==> src/rtl/tmds_pkg.sv <==
// Shared constants and types for the TMDS channel decoder: control tokens,
// alignment FSM state encoding and the bit-offset wrap helper.
package tmds_pkg;

    localparam logic [9:0] TOK_C00 = 10'h354;
    localparam logic [9:0] TOK_C01 = 10'h0AB;
    localparam logic [9:0] TOK_C10 = 10'h154;
    localparam logic [9:0] TOK_C11 = 10'h2AB;

    localparam logic [3:0] OFFSET_MAX = 4'd9;

    typedef enum logic [1:0] {
        ST_SEARCH = 2'd0,
        ST_CHECK  = 2'd1,
        ST_LOCKED = 2'd2
    } dec_state_e;

    // Word alignment walks offsets 0..9 and wraps back to 0.
    function automatic logic [3:0] next_offset(input logic [3:0] off);
        return (off >= OFFSET_MAX) ? 4'd0 : 4'(off + 4'd1);
    endfunction

endpackage

==> src/rtl/tmds_symbol_decode.sv <==
// Combinational TMDS symbol classifier: control-token match plus
// recovery of the 8-bit video byte from a 10-bit transition-minimised symbol.
module tmds_symbol_decode
    import tmds_pkg::*;
(
    input  logic [9:0] sym,
    output logic       is_token,
    output logic [1:0] ctrl,
    output logic [7:0] data
);

    logic [7:0] q;

    always_comb begin
        is_token = 1'b1;
        ctrl     = 2'b00;
        case (sym)
            TOK_C00: ctrl = 2'b00;
            TOK_C01: ctrl = 2'b01;
            TOK_C10: ctrl = 2'b10;
            TOK_C11: ctrl = 2'b11;
            default: is_token = 1'b0;
        endcase
    end

    // Bit 9 flags DC-balance inversion; bit 8 selects XOR vs XNOR chaining.
    always_comb begin
        q       = sym[9] ? ~sym[7:0] : sym[7:0];
        data    = '0;
        data[0] = q[0];
        for (int i = 1; i < 8; i++) begin
            data[i] = sym[8] ? (q[i] ^ q[i-1]) : ~(q[i] ^ q[i-1]);
        end
    end

endmodule

==> src/rtl/tmds_channel_decoder.sv <==
// TMDS channel decoder: word alignment by control-token search, symbol decode
// and registered outputs. Optional lock-loss counter: TMDS_DEC_ERR_CNT_EN.
module tmds_channel_decoder
    import tmds_pkg::*;
#(
    parameter int SEARCH_WINDOW = 2048,
    parameter int LOCK_TOKENS   = 4
) (
    input  logic        pixclk,
    input  logic        rst,
    input  logic [9:0]  raw_in,
    output logic [7:0]  data_out,
    output logic [1:0]  c_out,
    output logic        de_out,
    output logic        locked,
    output logic [3:0]  slip_count,
    output logic [15:0] err_count
);

    localparam int TW = $clog2(SEARCH_WINDOW) + 1;
    localparam int CW = $clog2(LOCK_TOKENS + 1);
    localparam logic [TW-1:0] TIMER_LAST = TW'(SEARCH_WINDOW - 1);
    localparam logic [CW-1:0] TOK_TARGET = CW'(LOCK_TOKENS);
    localparam logic [CW-1:0] TOK_ONE    = CW'(1);

    dec_state_e    state_q, state_d;
    logic [9:0]    in_q, in_d;
    logic [9:0]    sym_q, sym_d;
    logic [3:0]    offset_q, offset_d;
    logic [TW-1:0] timer_q, timer_d, timer_inc;
    logic [CW-1:0] tok_cnt_q, tok_cnt_d, tok_next;
    logic [7:0]    data_q, data_d;
    logic [1:0]    c_q, c_d;
    logic          de_q, de_d;
    logic          locked_q, locked_d;

    logic          tok;
    logic [1:0]    tok_c;
    logic [7:0]    vid_data;

    // Stage 1 keeps the previous word; stage 2 holds the symbol at the current offset.
    always_comb begin
        in_d  = raw_in;
        sym_d = 10'({raw_in, in_q} >> offset_q);
    end

    tmds_symbol_decode u_decode (
        .sym      (sym_q),
        .is_token (tok),
        .ctrl     (tok_c),
        .data     (vid_data)
    );

    always_comb begin
        state_d   = state_q;
        offset_d  = offset_q;
        tok_cnt_d = tok_cnt_q;
        tok_next  = tok_cnt_q + TOK_ONE;
        timer_inc = (&timer_q) ? timer_q : timer_q + 1'b1;
        timer_d   = timer_inc;

        case (state_q)
            ST_SEARCH: begin
                if (tok) begin
                    state_d   = (TOK_TARGET <= TOK_ONE) ? ST_LOCKED : ST_CHECK;
                    tok_cnt_d = TOK_ONE;
                    timer_d   = '0;
                end else if (timer_q >= TIMER_LAST) begin
                    offset_d = next_offset(offset_q);
                    timer_d  = '0;
                end
            end
            ST_CHECK: begin
                if (tok) begin
                    tok_cnt_d = tok_next;
                    timer_d   = '0;
                    if (tok_next >= TOK_TARGET) begin
                        state_d = ST_LOCKED;
                    end
                end else begin
                    // Offset and timer are kept so the search resumes where it was.
                    state_d   = ST_SEARCH;
                    tok_cnt_d = '0;
                end
            end
            ST_LOCKED: begin
                if (tok) begin
                    timer_d = '0;
                end else if (timer_q >= TIMER_LAST) begin
                    state_d   = ST_SEARCH;
                    offset_d  = next_offset(offset_q);
                    timer_d   = '0;
                    tok_cnt_d = '0;
                end
            end
            default: begin
                state_d   = ST_SEARCH;
                tok_cnt_d = '0;
                timer_d   = '0;
            end
        endcase
    end

    // Outputs follow the next state so a lock is reported with its first symbol.
    always_comb begin
        data_d   = '0;
        de_d     = 1'b0;
        c_d      = 2'b00;
        locked_d = (state_d == ST_LOCKED);
        if (state_d == ST_LOCKED) begin
            if (tok) begin
                c_d = tok_c;
            end else begin
                c_d    = c_q;
                de_d   = 1'b1;
                data_d = vid_data;
            end
        end
    end

    always_ff @(posedge pixclk) begin
        if (rst) begin
            state_q   <= ST_SEARCH;
            in_q      <= '0;
            sym_q     <= '0;
            offset_q  <= '0;
            timer_q   <= '0;
            tok_cnt_q <= '0;
            data_q    <= '0;
            c_q       <= '0;
            de_q      <= 1'b0;
            locked_q  <= 1'b0;
        end else begin
            state_q   <= state_d;
            in_q      <= in_d;
            sym_q     <= sym_d;
            offset_q  <= offset_d;
            timer_q   <= timer_d;
            tok_cnt_q <= tok_cnt_d;
            data_q    <= data_d;
            c_q       <= c_d;
            de_q      <= de_d;
            locked_q  <= locked_d;
        end
    end

`ifdef TMDS_DEC_ERR_CNT_EN
    logic [15:0] err_q, err_d;

    always_comb begin
        err_d = err_q;
        if ((state_q == ST_LOCKED) && (state_d == ST_SEARCH) && (err_q != 16'hFFFF)) begin
            err_d = err_q + 16'd1;
        end
    end

    always_ff @(posedge pixclk) begin
        if (rst) begin
            err_q <= '0;
        end else begin
            err_q <= err_d;
        end
    end

    assign err_count = err_q;
`else
    assign err_count = '0;
`endif

    assign data_out   = data_q;
    assign c_out      = c_q;
    assign de_out     = de_q;
    assign locked     = locked_q;
    assign slip_count = offset_q;

endmodule
==> config.mk <==
export PLATFORM = sky130hd
export DESIGN_NAME = tmds_channel_decoder
export DESIGN_NICKNAME = d
export VERILOG_FILES = /design/src/rtl/tmds_pkg.sv /design/src/rtl/tmds_symbol_decode.sv /design/src/rtl/tmds_channel_decoder.sv
export SDC_FILE = /design/constraint.sdc
export NUM_CORES = 1
export LEC_CHECK = 0
export CORE_MARGIN = 3
export CORE_UTILIZATION = 40
export DETAILED_ROUTE_END_ITERATION = 16
export PLACE_DENSITY_LB_ADDON = 0.25
export SLEW_MARGIN = 20
export SYNTH_ARGS = -nofsm -noshare
export SYNTH_HDL_FRONTEND = slang
export SYNTH_SLANG_ARGS = --single-unit
==> constraint.sdc <==
create_clock -name pixclk -period 1.8 [get_ports pixclk]
set_input_delay 0.36 -clock pixclk [delete_from_list [all_inputs] [get_ports pixclk]]
set_output_delay 0.36 -clock pixclk [all_outputs]
set_load 0.01 [all_outputs]
After elaboration in Yosys (flattened, before gate mapping) --
Index checks and enable logic that the tools add are counted.
Storage, ports and cells: bits in registers 53, input bits 12, word-level logic and storage cells 80
Operators by class: reductions and logical operators 8, order comparisons 3, mux-type cells 28, bitwise gates (word level) 17, $add $sub $neg 3, equality and inequality tests 10, shift-type cells 1
Operator list (number):
- 12-bit 2-to-1 mux | 4
- 12-bit case mux with 2 select lines | 1
- 10-bit equality test, second input constant | 2
- 20-bit by 4-bit >> shifter with 10-bit output | 1
- 12-bit by 1-bit adder with 12-bit output, second input constant | 1
- 12-bit by 11-bit >= comparator with 1-bit output, second input constant | 1
- 3-bit 2-to-1 mux | 4
- 2-bit case mux with 3 select lines | 2
- 12-bit AND reduction | 1
- 10-bit by 8-bit equality test with 1-bit output, second input constant | 1
- 10-bit by 9-bit equality test with 1-bit output, second input constant | 1
- 2-bit 2-to-1 mux | 5
- 1-bit 2-to-1 mux | 9
- 1-bit NOT | 9
- 3-bit case mux with 3 select lines | 1
- 8-bit 2-to-1 mux | 1
- 8-bit NOT | 1
- 1-bit bitwise XOR | 7
- 2-bit != test, second input constant | 3
- 3-bit AND reduction | 2
- 4-bit by 1-bit adder with 4-bit output, second input constant | 1
- 2-bit equality test, second input constant | 2
- 4-bit >= comparator, second input constant | 1
- 4-bit 2-to-1 mux | 1
- other kinds (7) | 8

Longest topological paths before layout --
Gate-level depths: netlist of the first run.
word-level depth 8, depth in mapped cells 10, gate-level depth less buffers 7

Hierarchy --
A second synthesis of the first run with hierarchy kept.
Unflattened totals: cells, all modules 307, area, all modules 3093.0 sq um
By module, submodules not included:
- tmds_channel_decoder | cells each 272, area an instance 2813.9 sq um, sequential area each 1061.0 sq um, instances 1
- tmds_symbol_decode | cells each 35, area an instance 279.0 sq um, sequential area each 0.0 sq um, instances 1

Least setup slack after synthesis of the first run --
No wires, ideal clock.
kind register -> register, start reg offset_q[0], in the netlist slip_count[0], end reg sym_q[4], clock period less this slack 1.924 ns, stages on the path, launching flop included 5, buffers on the path 1, path slack -0.124 ns, arrival 1.796 ns, cells stage by stage dfxtp_1 -> buf_2 -> mux4_2 -> mux4_2 -> nor2b_1
On the way: cells in the longest elaborated chain, start to end 1
Ends and longest elaborated chain:
- from (decl) | RTL line tmds_channel_decoder.sv:29 | logic [3:0] offset_q, offset_d;
- from (signal assigned) | RTL line tmds_channel_decoder.sv:137 | offset_q <= offset_d;
- 20-bit by 4-bit >> shifter with 10-bit output | RTL line tmds_channel_decoder.sv:44 | sym_d = 10'({raw_in, in_q} >> offset_q);
- to (signal assigned) | RTL line tmds_channel_decoder.sv:136 | sym_q <= sym_d;
- to (decl) | RTL line tmds_channel_decoder.sv:28 | logic [9:0] sym_q, sym_d;
Every way passes these cells. A chain may end at the register's enable or synchronous reset.

Worst setup path in the final report of the first run --
start reg sym_q[3], end reg c_q[1], in the netlist c_out[1]
On the way: cells in the longest elaborated chain, start to end 8, elaborated cells on any way between the ends 14
Ends and longest elaborated chain:
- 10-bit equality test (tied with other cells) | RTL line tmds_symbol_decode.sv:17 | case (sym)
- 4-bit OR reduction (no line)
- 1-bit 2-to-1 mux | RTL line tmds_symbol_decode.sv:17
- 2-bit 2-to-1 mux (on tied branches) | RTL line tmds_channel_decoder.sv:87, tmds_channel_decoder.sv:64, tmds_channel_decoder.sv:74
- 2-bit case mux with 3 select lines | RTL line tmds_channel_decoder.sv:62 | case (state_q)
- 2-bit equality test | RTL line tmds_channel_decoder.sv:110 | if (state_d == ST_LOCKED) begin
- 1-bit NOT (no line)
- 2-bit OR reduction (no line)
- to (signal assigned) | RTL line tmds_channel_decoder.sv:130 | c_q <= '0;
- to (signal assigned) | RTL line tmds_channel_decoder.sv:141 | c_q <= c_d;
- to (decl) | RTL line tmds_channel_decoder.sv:33 | logic [1:0] c_q, c_d;
Several ways; a longest one is shown, not always the timed one.

==> key figures, run 1 <==
Logic synthesis
  • Top cell type by total area after synthesis: dfxtp_1
  • Post-synth top flop: dfxtp_1
  • Ys async rst share: 0
  • Yosys Warn Count: 0
  • Post-synthesis register bit count: 53
  • Top post-synthesis cells by area: dfxtp_1 36%, mux4_2 8.4%, mux2i_1 6.1%, xnor2_1 5.6%, nor2_1 5.3%
  • Syn Area/Cell: 9.67 sq um
  • Synth unique cells: 52
  • Post-synth EDFFs: 0
  • Sequential share of the synthesized area: 0.360
  • Mapped Cells: 305
  • Area fraction of the dominant cell type after synthesis: 0.360
  • Mapped Area: 0.00295 sq mm

Timing
  • Peak Freq: 0.566 GHz
  • Final Hold Violating Endpoints: 0
  • Final setup viols: 0
  • Fin crit period: 1.77 ns
  • Count of pins over their slew limit: 0
  • RSZ-0062 raised after global routing: yes
  • Setup Skew: 0.0141 ns
  • Crit share post-route: 0.982
  • Setup TNS: 0 ns
  • Final setup margin: 0.0331 ns
  • Hold WS: 0.490 ns

Global routing
  • First-pass GRT wire length: 9.76 mm
  • Vias in the first global route: 2167
  • Largest net degree at the start of global routing: 23
  • Met2 Track Usage GR: 0.233
  • Initial antenna violation count: 0
  • Global router's overall resource usage: 0.142
  • Congestion Overflow GR: 0
  • Met3 Use GR: 0.0304
  • Gr busiest metal: met2
  • Met1 Usage GRT: 0.183

Clock tree
  • # clock sinks: 53
  • CTS buffer count: 5
  • Clk pin slew, worst setup/hold paths: 0.10 ns
  • H-Tree Depth: 2
  • Worst skew pair latency: 0.31 ns
  • CTS Buffer Depth: 2
  • Root Buffer: clkbuf_8
  • CTS tree: built

Floorplan
  • IO Count: 44
  • Horiz. Die Dim: 91.9 microns
  • Die area: 0.00844 sq mm
  • Core area: 0.00698 sq mm
  • Std cell rows: 30
  • Die H: 91.9 microns
  • Initial Util: 0.423

Route
  • Initial DRC Count: 72
  • Total number of vias: 2328
  • Via-to-Cell Ratio: 4.87
  • DR WL/cell: 12.5 microns
  • Drt first pass iters: 4
  • Total Wirelength: 5.99 mm
  • Antenna Nets Post-Route: 0
  • DRC Markers: 0

Worst setup path
  • Flop-to-flop setup slack: 0.03 ns
  • Critical Path RT: 2.05 ns
  • Crit-path max FO: 5
  • RR Startpoint: sym_q[3]
  • Critical Path AT: 2.02 ns
  • Register-to-Register Path Depth: 7
  • Critical Path Start Type: flip-flop
  • Reg-to-Reg End: c_out[1]
  • Kind of critical path: reg2reg
  • CP Capture Type: flip-flop

Pwr
  • Int Pwr: 1.61 mW
  • Max VDD drop: 0.303 mV
  • Logic pwr share: 0.112
  • Clock share of power: 0.323
  • Switching power: 0.547 mW
  • Flop pwr share: 0.565
  • P per Cell Area: 565 mW/mm^2
  • P_leak: 1.49 nW
  • Sw Ratio: 0.253
  • Total power: 2.16 mW

Hold path
  • Hold Crit Depth: 2
  • Hold path endpoint: c_out[1]
  • HP Class: reg2reg
  • Hold path start: c_out[1]

Placed design
  • DP Worst Slack: -0.237 ns
  • Port Buffer Count: 27
  • Placed Cells: 456
  • GPL Wtd Cong: 0.803
  • DPL Wire Length: 4.46 mm
  • Placed instance area: 0.00357 sq mm

Outcome
  • Status: finished clean

Finish
  • Post-route cell area: 0.00382 sq mm
  • Final layout net count: 398
  • Ratio of cells with drive above 1 in the final layout: 0.277
  • Fin util: 0.548
  • Non-filler instance count after layout: 478
  • Area growth syn-to-layout: 29.6%
  • Diode count: 0

Run
  • Max-cap viol count: 0
==> what timing repair did <==
item,4_1_cts,5_1_grt
setup buffers,0,14
pin swaps,0,8
endpoints found under the setup margin,1,17
hold buffers,0,0
resized for setup,2,19
==> sequential cells by signal (all words and copies together) (netlist names) <==
name	flops
timer_q	12
c_out	2
state_q	2
sym_q	10
slip_count	4
data_out	8
de_out	1
tok_cnt_q	3
in_q	10
locked	1
==> worst max-delay path, cell delays in order (launching register included) <==
cell,delay (ns)
dfxtp_4,0.36
nor4bb_1,0.28
and4b_2,0.33
buf_6,0.13
buf_4,0.10
nor3_1,0.07
o41ai_4,0.25
a21boi_1,0.19
==> per-layer routing <==
layer / vias to the layer above / share of wire
met3: 7 / 0.034
li1: 1215 / -
met5: - / 0
met2: 40 / 0.48
met4: 0 / 0.016
met1: 1066 / 0.47
==> cell usage in the layout, fill, tap and decap left out, types with 7 or more instances in the layout <==
| master | count |
|---|---|
| nor2b_1 | 15 |
| clkdlybuf4s50_1 | 25 |
| a211oi_1 | 13 |
| inv_1 | 7 |
| conb_1 | 16 |
| a21oi_1 | 9 |
| nor3_1 | 10 |
| nand3_1 | 8 |
| buf_4 | 58 |
| xnor2_1 | 19 |
| nor2_1 | 42 |
| dfxtp_1 | 46 |
| nand2_1 | 7 |
| mux4_2 | 11 |
| mux2i_1 | 18 |
==> synthesized netlist by cell type (3+ instances only) <==
library cell	number
o21ai_0	3
nor2b_1	15
nor3_1	10
nand4_1	3
clkbuf_1	8
xnor2_1	19
nor2_1	42
mux4_2	11
mux2i_1	18
a21oi_1	10
dfxtp_1	53
a211oi_1	13
nand2_1	7
ha_1	5
nor3b_1	3
buf_4	17
nand3_1	8
inv_1	7
buf_2	7
mux2_2	6
==> cell families after synthesis <==
group           Yosys count  synth area share
xor+xnor                 21            0.0623
other cells               1           0.00127
flops                    53             0.360
simple gates            109             0.206
compound gates           40             0.102
fa+ha+maj                 5            0.0212
mux                      35             0.168
buf+inv                  41            0.0797
==> power groups by stage <==
stage	Combinational (mW)	Clock, mW	Sequential, mW
floorplan	0.164	0	1.24
global placement	0.233	0	1.25
detailed placement	0.235	0	1.25
CTS	0.236	0.732	1.22
global route	0.269	0.787	1.23
finish	0.242	0.698	1.22
==> worst max-delay path by stage <==
stage | endpoint | start | slack (ns)
after floorplan | sym_q[4] | slip_count[0] | -0.009
after detailed placement | sym_q[4] | raw_in[2] | -0.24
after CTS | slip_count[0] | slip_count[0] | 0.01
after global placement | sym_q[4] | raw_in[1] | -0.22
after global routing | c_out[1] | sym_q[3] | -0.06
final | c_out[1] | sym_q[3] | 0.03
==> cell type report <==
| type | instances | area (sq um) |
|---|---|---|
| well taps | 96 | 120 |
| clock inverters | 3 | 25.0 |
| clock buffers | 5 | 68.8 |
| fillers | 676 | 3160 |
| repair buffers | 88 | 758 |
| multi-input cells | 226 | 1750 |
| inverters | 7 | 26.3 |
| flip-flops and latches | 53 | 1070 |
No activity file was read; power rests on OpenSTA's default activity.
==> run 2, diff against run 1 <==
- clock period: 1.8 -> 2.1 ns (I/O delays scaled with it)
==> key figures, run 2 (synthesis gave the netlist of run 1 again) <==
Outcome
  • Status: finished clean (unchanged)

Global routing
  • Initial antenna violation count: 0 (unchanged)
  • Vias in the first global route: 2043 (was 2167)
  • Largest net degree at the start of global routing: 29 (was 23)
  • First-pass GRT wire length: 9.52 mm (was 9.76 mm)
  • Congestion Overflow GR: 0 (unchanged)
  • Global router's overall resource usage: 0.140 (was 0.142)

Hold path
  • HP Class: reg2reg (unchanged)
  • Hold Crit Depth: 2 (unchanged)

Worst setup path
  • Crit-path max FO: 10 (was 5)
  • Register-to-Register Path Depth: 5 (was 7)
  • Slowest CP cell: clkdlybuf4s50_1 (was dfxtp_4)
  • Critical Path RT: 1.68 ns (was 2.05 ns)
  • CP Cell Sequence: buf_4 -> clkdlybuf4s50_1 (was nor4bb_1 -> and4b_2 -> buf_6 -> buf_4 -> nor3_1 -> o41ai_4 -> a21boi_1)
  • Critical Path Start Type: flip-flop (unchanged)
  • Critical Path AT: 1.55 ns (was 2.02 ns)
  • Kind of critical path: reg2out (was reg2reg)
  • CP peak stage delay: 0.56 ns (was 0.36 ns)
  • CP Capture Type: output pin (was flip-flop)

Timing
  • Setup TNS: 0 ns (unchanged)
  • Count of pins over their slew limit: 0 (unchanged)
  • Crit share post-route: 0.938
  • Worst-Margin Slew: 0.572 ns
  • RSZ-0062 raised after global routing: no (was yes)
  • Final setup margin: 0.130 ns (was 0.0331 ns)
  • Fin crit period: 1.97 ns
  • Setup Skew: 0.00651 ns (was 0.0141 ns)
  • Rel. slew slack: 0.617
  • Final setup viols: 0 (unchanged)
  • Final Hold Violating Endpoints: 0 (unchanged)
  • Peak Freq: 0.508 GHz

Pwr
  • P_leak: 1.26 nW (was 1.49 nW)
  • Max VDD drop: 0.262 mV (was 0.303 mV)
  • P per Cell Area: 525 mW/mm^2 (was 565 mW/mm^2)

Finish
  • Final layout net count: 359 (was 398)
  • Most frequent cells in the layout: 51 x dfxtp_1, 42 x nor2_1, 27 x clkdlybuf4s50_1 (was 58 x buf_4, 46 x dfxtp_1, 42 x nor2_1)
  • Ratio of cells with drive above 1 in the final layout: 0.163 (was 0.277)
  • Max reg flops: 12 (unchanged)
  • Area growth syn-to-layout: 17.2% (was 29.6%)
  • Most common cell after layout, fill and taps aside: dfxtp_1 (was buf_4)
  • Multi-input logic area: 0.00172 sq mm (was 0.00175 sq mm)
  • FF+latch area: 0.00106 sq mm (was 0.00107 sq mm)
  • Biggest registers after layout: timer_q (12), in_q (10), sym_q (10) (unchanged)
  • Register with the most flip-flops: timer_q (unchanged)
  • Fillers: 697 (was 676)
  • Diode count: 0 (unchanged)

Route
  • Total Wirelength: 5.67 mm (was 5.99 mm)
  • DR WL/cell: 12.9 microns (was 12.5 microns)
  • DRC Markers: 0 (unchanged)
  • Via-to-Cell Ratio: 5.03 (was 4.87)
  • Drt first pass iters: 4 (unchanged)
  • Initial DRC Count: 70 (was 72)
  • Total number of vias: 2207 (was 2328)
  • Antenna Nets Post-Route: 0 (unchanged)

Clock tree
  • CTS tree: built (unchanged)
  • # clock sinks: 53 (unchanged)
  • CTS Hold Buffers Added: 0 (unchanged)
  • Clk pin slew, worst setup/hold paths: 0.10 ns (about the same)
  • CTS Buffer Depth: 2 (unchanged)
  • Worst skew pair latency: 0.31 ns (about the same)
  • H-Tree Depth: 2 (unchanged)
  • CTS buffer count: 5 (unchanged)
  • Root Buffer: clkbuf_8 (unchanged)

Floorplan
  • IO Count: 44 (unchanged)
  • Die area: 0.00844 sq mm (unchanged)
  • Initial Util: 0.423 (unchanged)
  • Die H: 91.9 microns (unchanged)
  • Horiz. Die Dim: 91.9 microns (unchanged)
  • Std cell rows: 30 (unchanged)
  • Core area: 0.00698 sq mm (unchanged)

Placed design
  • Port Buffer Count: 27 (unchanged)
  • DPL Wire Length: 4.39 mm (was 4.46 mm)
  • GPL Wtd Cong: 0.836 (was 0.803)
  • DP Worst Slack: -0.000375 ns (was -0.237 ns)

Run
  • Max-cap viol count: 0 (unchanged)
-- run 2: changes by cell type in the layout (fill, tap and decap cells not counted), moves of 2 or more --
cell	delta
buf_12	-2
buf_4	-36
clkdlybuf4s50_1	+2
clkinv_4	+2
dfxtp_1	+5
dfxtp_2	-4
nor4_1	+2
nor4_2	-2
-- run 2: area by class of cell --
cell class | instances | share of cell area
Tap cell | 96 | 0.0347
Timing Repair Buffer | 49 | 0.126
Clock inverter | 3 | 0.00760
Multi-Input combinational cell | 226 | 0.497
Inverter | 7 | 0.00760
Sequential cell | 53 | 0.308
Clock buffer | 5 | 0.0199
-- run 2: final timing paths --
path / end / from / slack [ns]
min: c_out[1] / c_out[1] / 0.49
max: slip_count[1] / slip_count[1] / 0.13
max reg2reg: c_out[1] / sym_q[4] / 0.21
min reg2reg: c_out[1] / c_out[1] / 0.49
-- run 2: layer usage --
metal | global-route usage | vias to the layer above | part of all wire
met5 | 0 | - | 0
met4 | 0.0483 | 0 | 0.017
met3 | 0.0287 | 8 | 0.040
met2 | 0.241 | 53 | 0.48
met1 | 0.172 | 1015 | 0.47
li1 | - | 1131 | -
-- run 2: critical path: cells and delay by family (launching register included) --
| family | cells | cell delay (ns) |
|---|---|---|
| DFF | 1 | 0.45 |
| buffers and inverters | 2 | 0.79 |
-- run 2: what timing repair did --
item / CTS / global route
gates resized for setup: 2 / 1
setup buffers: 0 / 0
endpoints found under the setup margin: 2 / 1
-- run 2: through the flow --
step           power [mW]  instance area, sq um   util  std cells  hold slack [ns]
2_1_floorplan        1.21                  3010      -        320            0.454
3_3_place_gp         1.25                  3350  0.480        431            0.468
3_5_place_dp         1.25                  3350  0.480        431            0.471
4_1_cts              1.85                  3450  0.494        439            0.491
5_1_grt              1.91                  3460  0.495        439            0.525
6_report             1.82                  3460  0.495        439            0.485
-- run 2: power by group --
part           leakage (nW)  switching (mW)  internal (mW)
Sequential            0.433          0.0223           1.03
Clock                0.0487           0.344          0.243
Combinational         0.776          0.0858         0.0926
Total                  1.26           0.453           1.36
==> run 3, diff against run 2 <==
- CORE_MARGIN: 3 -> unset
- clock period: 2.1 -> 1.9 ns (I/O delays scaled with it)
==> key figures, run 3 (synthesis gave the netlist of run 1 again) <==
Finish
  • Max reg flops: 12 (unchanged)
  • Most frequent cells in the layout: 51 x dfxtp_1, 42 x nor2_1, 37 x buf_4 (was 51 x dfxtp_1, 42 x nor2_1, 27 x clkdlybuf4s50_1)
  • Fin util: 0.518 (was 0.495)
  • Non-filler instance count after layout: 454 (was 439)
  • Most common cell after layout, fill and taps aside: dfxtp_1 (unchanged)
  • Biggest registers after layout: timer_q (12), in_q (10), sym_q (10) (unchanged)
  • FF+latch area: 0.00107 sq mm (was 0.00106 sq mm)
  • Area growth syn-to-layout: 21.9% (was 17.2%)
  • Multi-input logic area: 0.00173 sq mm (was 0.00172 sq mm)
  • Final layout net count: 375 (was 359)
  • Ratio of cells with drive above 1 in the final layout: 0.204 (was 0.163)
  • Diode count: 0 (unchanged)
  • Register with the most flip-flops: timer_q (unchanged)
  • Fillers: 644 (was 697)

Worst setup path
  • Critical Path Start Type: flip-flop (unchanged)
  • Kind of critical path: reg2reg (was reg2out)
  • Critical Path AT: 2.00 ns (was 1.55 ns)
  • Reg-to-Reg End: timer_q[4] (was c_out[1])
  • Critical Path RT: 2.09 ns (was 1.68 ns)
  • Register-to-Register Path Depth: 7 (was 5)
  • RR Startpoint: timer_q[0] (was sym_q[4])
  • Slowest CP cell: or3b_2 (was clkdlybuf4s50_1)
  • Flop-to-flop setup slack: 0.1 ns (was 0.21 ns)
  • Crit-path max FO: 6 (was 10)
  • CP peak stage delay: 0.49 ns (was 0.56 ns)
  • CP Capture Type: flip-flop (was output pin)
  • CP Cell Sequence: ha_1 -> buf_4 -> nand2_1 -> nor4_4 -> or3b_2 -> xor2_1 -> nor2_1 (was buf_4 -> clkdlybuf4s50_1)

Route
  • DR WL/cell: 12.7 microns (was 12.9 microns)
  • Via-to-Cell Ratio: 4.99 (was 5.03)
  • Total Wirelength: 5.78 mm (was 5.67 mm)
  • Metal3 WL: 190 microns (was 227 microns)
  • Max Used Layer: met4 (unchanged)
  • DRC Markers: 0 (unchanged)
  • Antenna Nets Post-Route: 0 (unchanged)
  • Drt first pass iters: 4 (unchanged)
  • Wire length on met2: 2.89 mm (was 2.71 mm)
  • Initial DRC Count: 87 (was 70)
  • Total number of vias: 2265 (was 2207)
  • Met1 WL: 2.64 mm (about the same)

Clock tree
  • Root Buffer: clkbuf_8 (unchanged)
  • # clock sinks: 53 (unchanged)
  • CTS tree: built (unchanged)
  • Clk pin slew, worst setup/hold paths: 0.09 ns (was 0.10 ns)
  • CTS Buffer Depth: 2 (unchanged)
  • Worst skew pair latency: 0.31 ns (about the same)
  • H-Tree Depth: 2 (unchanged)
  • CTS Hold Buffers Added: 0 (unchanged)
  • CTS buffer count: 5 (unchanged)

Floorplan
  • Die H: 87.9 microns (was 91.9 microns)
  • Core area: 0.00694 sq mm (was 0.00698 sq mm)
  • Die area: 0.00772 sq mm (was 0.00844 sq mm)
  • Std cell rows: 30 (unchanged)
  • Horiz. Die Dim: 87.9 microns (was 91.9 microns)
  • IO Count: 44 (unchanged)
  • Initial Util: 0.425 (was 0.423)

Timing
  • Fin crit period: 1.80 ns
  • Count of pins over their slew limit: 0 (unchanged)
  • Final Hold Violating Endpoints: 0 (unchanged)
  • Hold WS: 0.489 ns (was 0.485 ns)
  • Final setup viols: 0 (unchanged)
  • Crit share post-route: 0.949
  • Final setup margin: 0.0968 ns (was 0.130 ns)
  • Peak Freq: 0.555 GHz
  • Setup Skew: 0.0163 ns (was 0.00651 ns)

Pwr
  • P_leak: 1.34 nW (was 1.26 nW)
  • Max VDD drop: 0.323 mV (was 0.262 mV)
  • P per Cell Area: 560 mW/mm^2 (was 525 mW/mm^2)
  • Total power: 2.02 mW (was 1.82 mW)

Placed design
  • DP Worst Slack: -0.167 ns (was -0.000375 ns)
  • DPL Wire Length: 4.44 mm (was 4.39 mm)
  • Placed Cells: 446 (was 431)
  • GPL Wtd Cong: 0.834 (was 0.836)
  • Port Buffer Count: 27 (unchanged)

Global routing
  • Vias in the first global route: 2206 (was 2043)
  • Initial antenna violation count: 0 (unchanged)
  • Congestion Overflow GR: 0 (unchanged)
  • Largest net degree at the start of global routing: 29 (unchanged)
  • First-pass GRT wire length: 9.75 mm (was 9.52 mm)
  • Global router's overall resource usage: 0.161 (was 0.140)

Hold path
  • Hold path endpoint: c_out[1] (unchanged)
  • Hold Crit Depth: 2 (unchanged)
  • HP Class: reg2reg (unchanged)
  • Hold path start: c_out[1] (unchanged)

Run
  • Max-cap viol count: 0 (unchanged)

Outcome
  • Status: finished clean (unchanged)
## run 3: changes by cell type in the layout (fill, tap and decap cells not counted), sizes merged
cell and change:
clkbuf +2, clkinv -2, buf +16, inv -1
## run 3: area by class of cell
class	instances	share of cell area
Inverter	7	0.00730
Sequential cell	53	0.296
Timing Repair Buffer	65	0.158
Clock buffer	7	0.0240
Tap cell	96	0.0334
Multi-Input combinational cell	226	0.481
## run 3: layer usage
layer / vias to the layer above / track usage
li1: 1161 / -
met1: 1050 / 0.188
met2: 46 / 0.285
met3: 8 / 0.0434
met4: 0 / 0.0507
met5: - / 0
## run 3: worst max-delay path by stage
stage	from	end	slack, ns
3_3_place_gp	raw_in[2]	sym_q[4]	-0.13
3_5_place_dp	raw_in[2]	sym_q[4]	-0.17
4_1_cts	slip_count[1]	slip_count[1]	0.02
6_report	timer_q[0]	timer_q[4]	0.1
5_1_grt	sym_q[0]	timer_q[2]	-0.005
2_1_floorplan	slip_count[0]	sym_q[4]	0.06
## run 3: power breakdown
| group | internal, mW | total (mW) | switching [mW] |
|---|---|---|---|
| clock network | 0.290 | 0.646 | 0.355 |
| logic | 0.114 | 0.213 | 0.0995 |
| registers | 1.13 | 1.16 | 0.0229 |
## run 3: worst max-delay path: cells and delay by family, from the launching register on
family | cells | cell delay [ns]
flops | 1 | 0.35
fa+ha+maj | 1 | 0.22
buf+inv | 1 | 0.14
xor+xnor | 1 | 0.16
simple gates | 4 | 0.84
## run 3: per-stage QoR
step           cell area (sq um)  setup TNS, ns
6_report                    3600              0
5_1_grt                     3600       -0.00515
4_1_cts                     3570              0
3_5_place_dp                3480         -0.417
3_3_place_gp                3480         -0.236
2_1_floorplan               3010              0
## run 3: repair_timing
item / 4_1_cts / 5_1_grt
pin swaps: 0 / 1
gates resized for setup: 1 / 6
cloned: 0 / 0
setup endpoints to repair: 2 / 13
setup buffers: 0 / 1
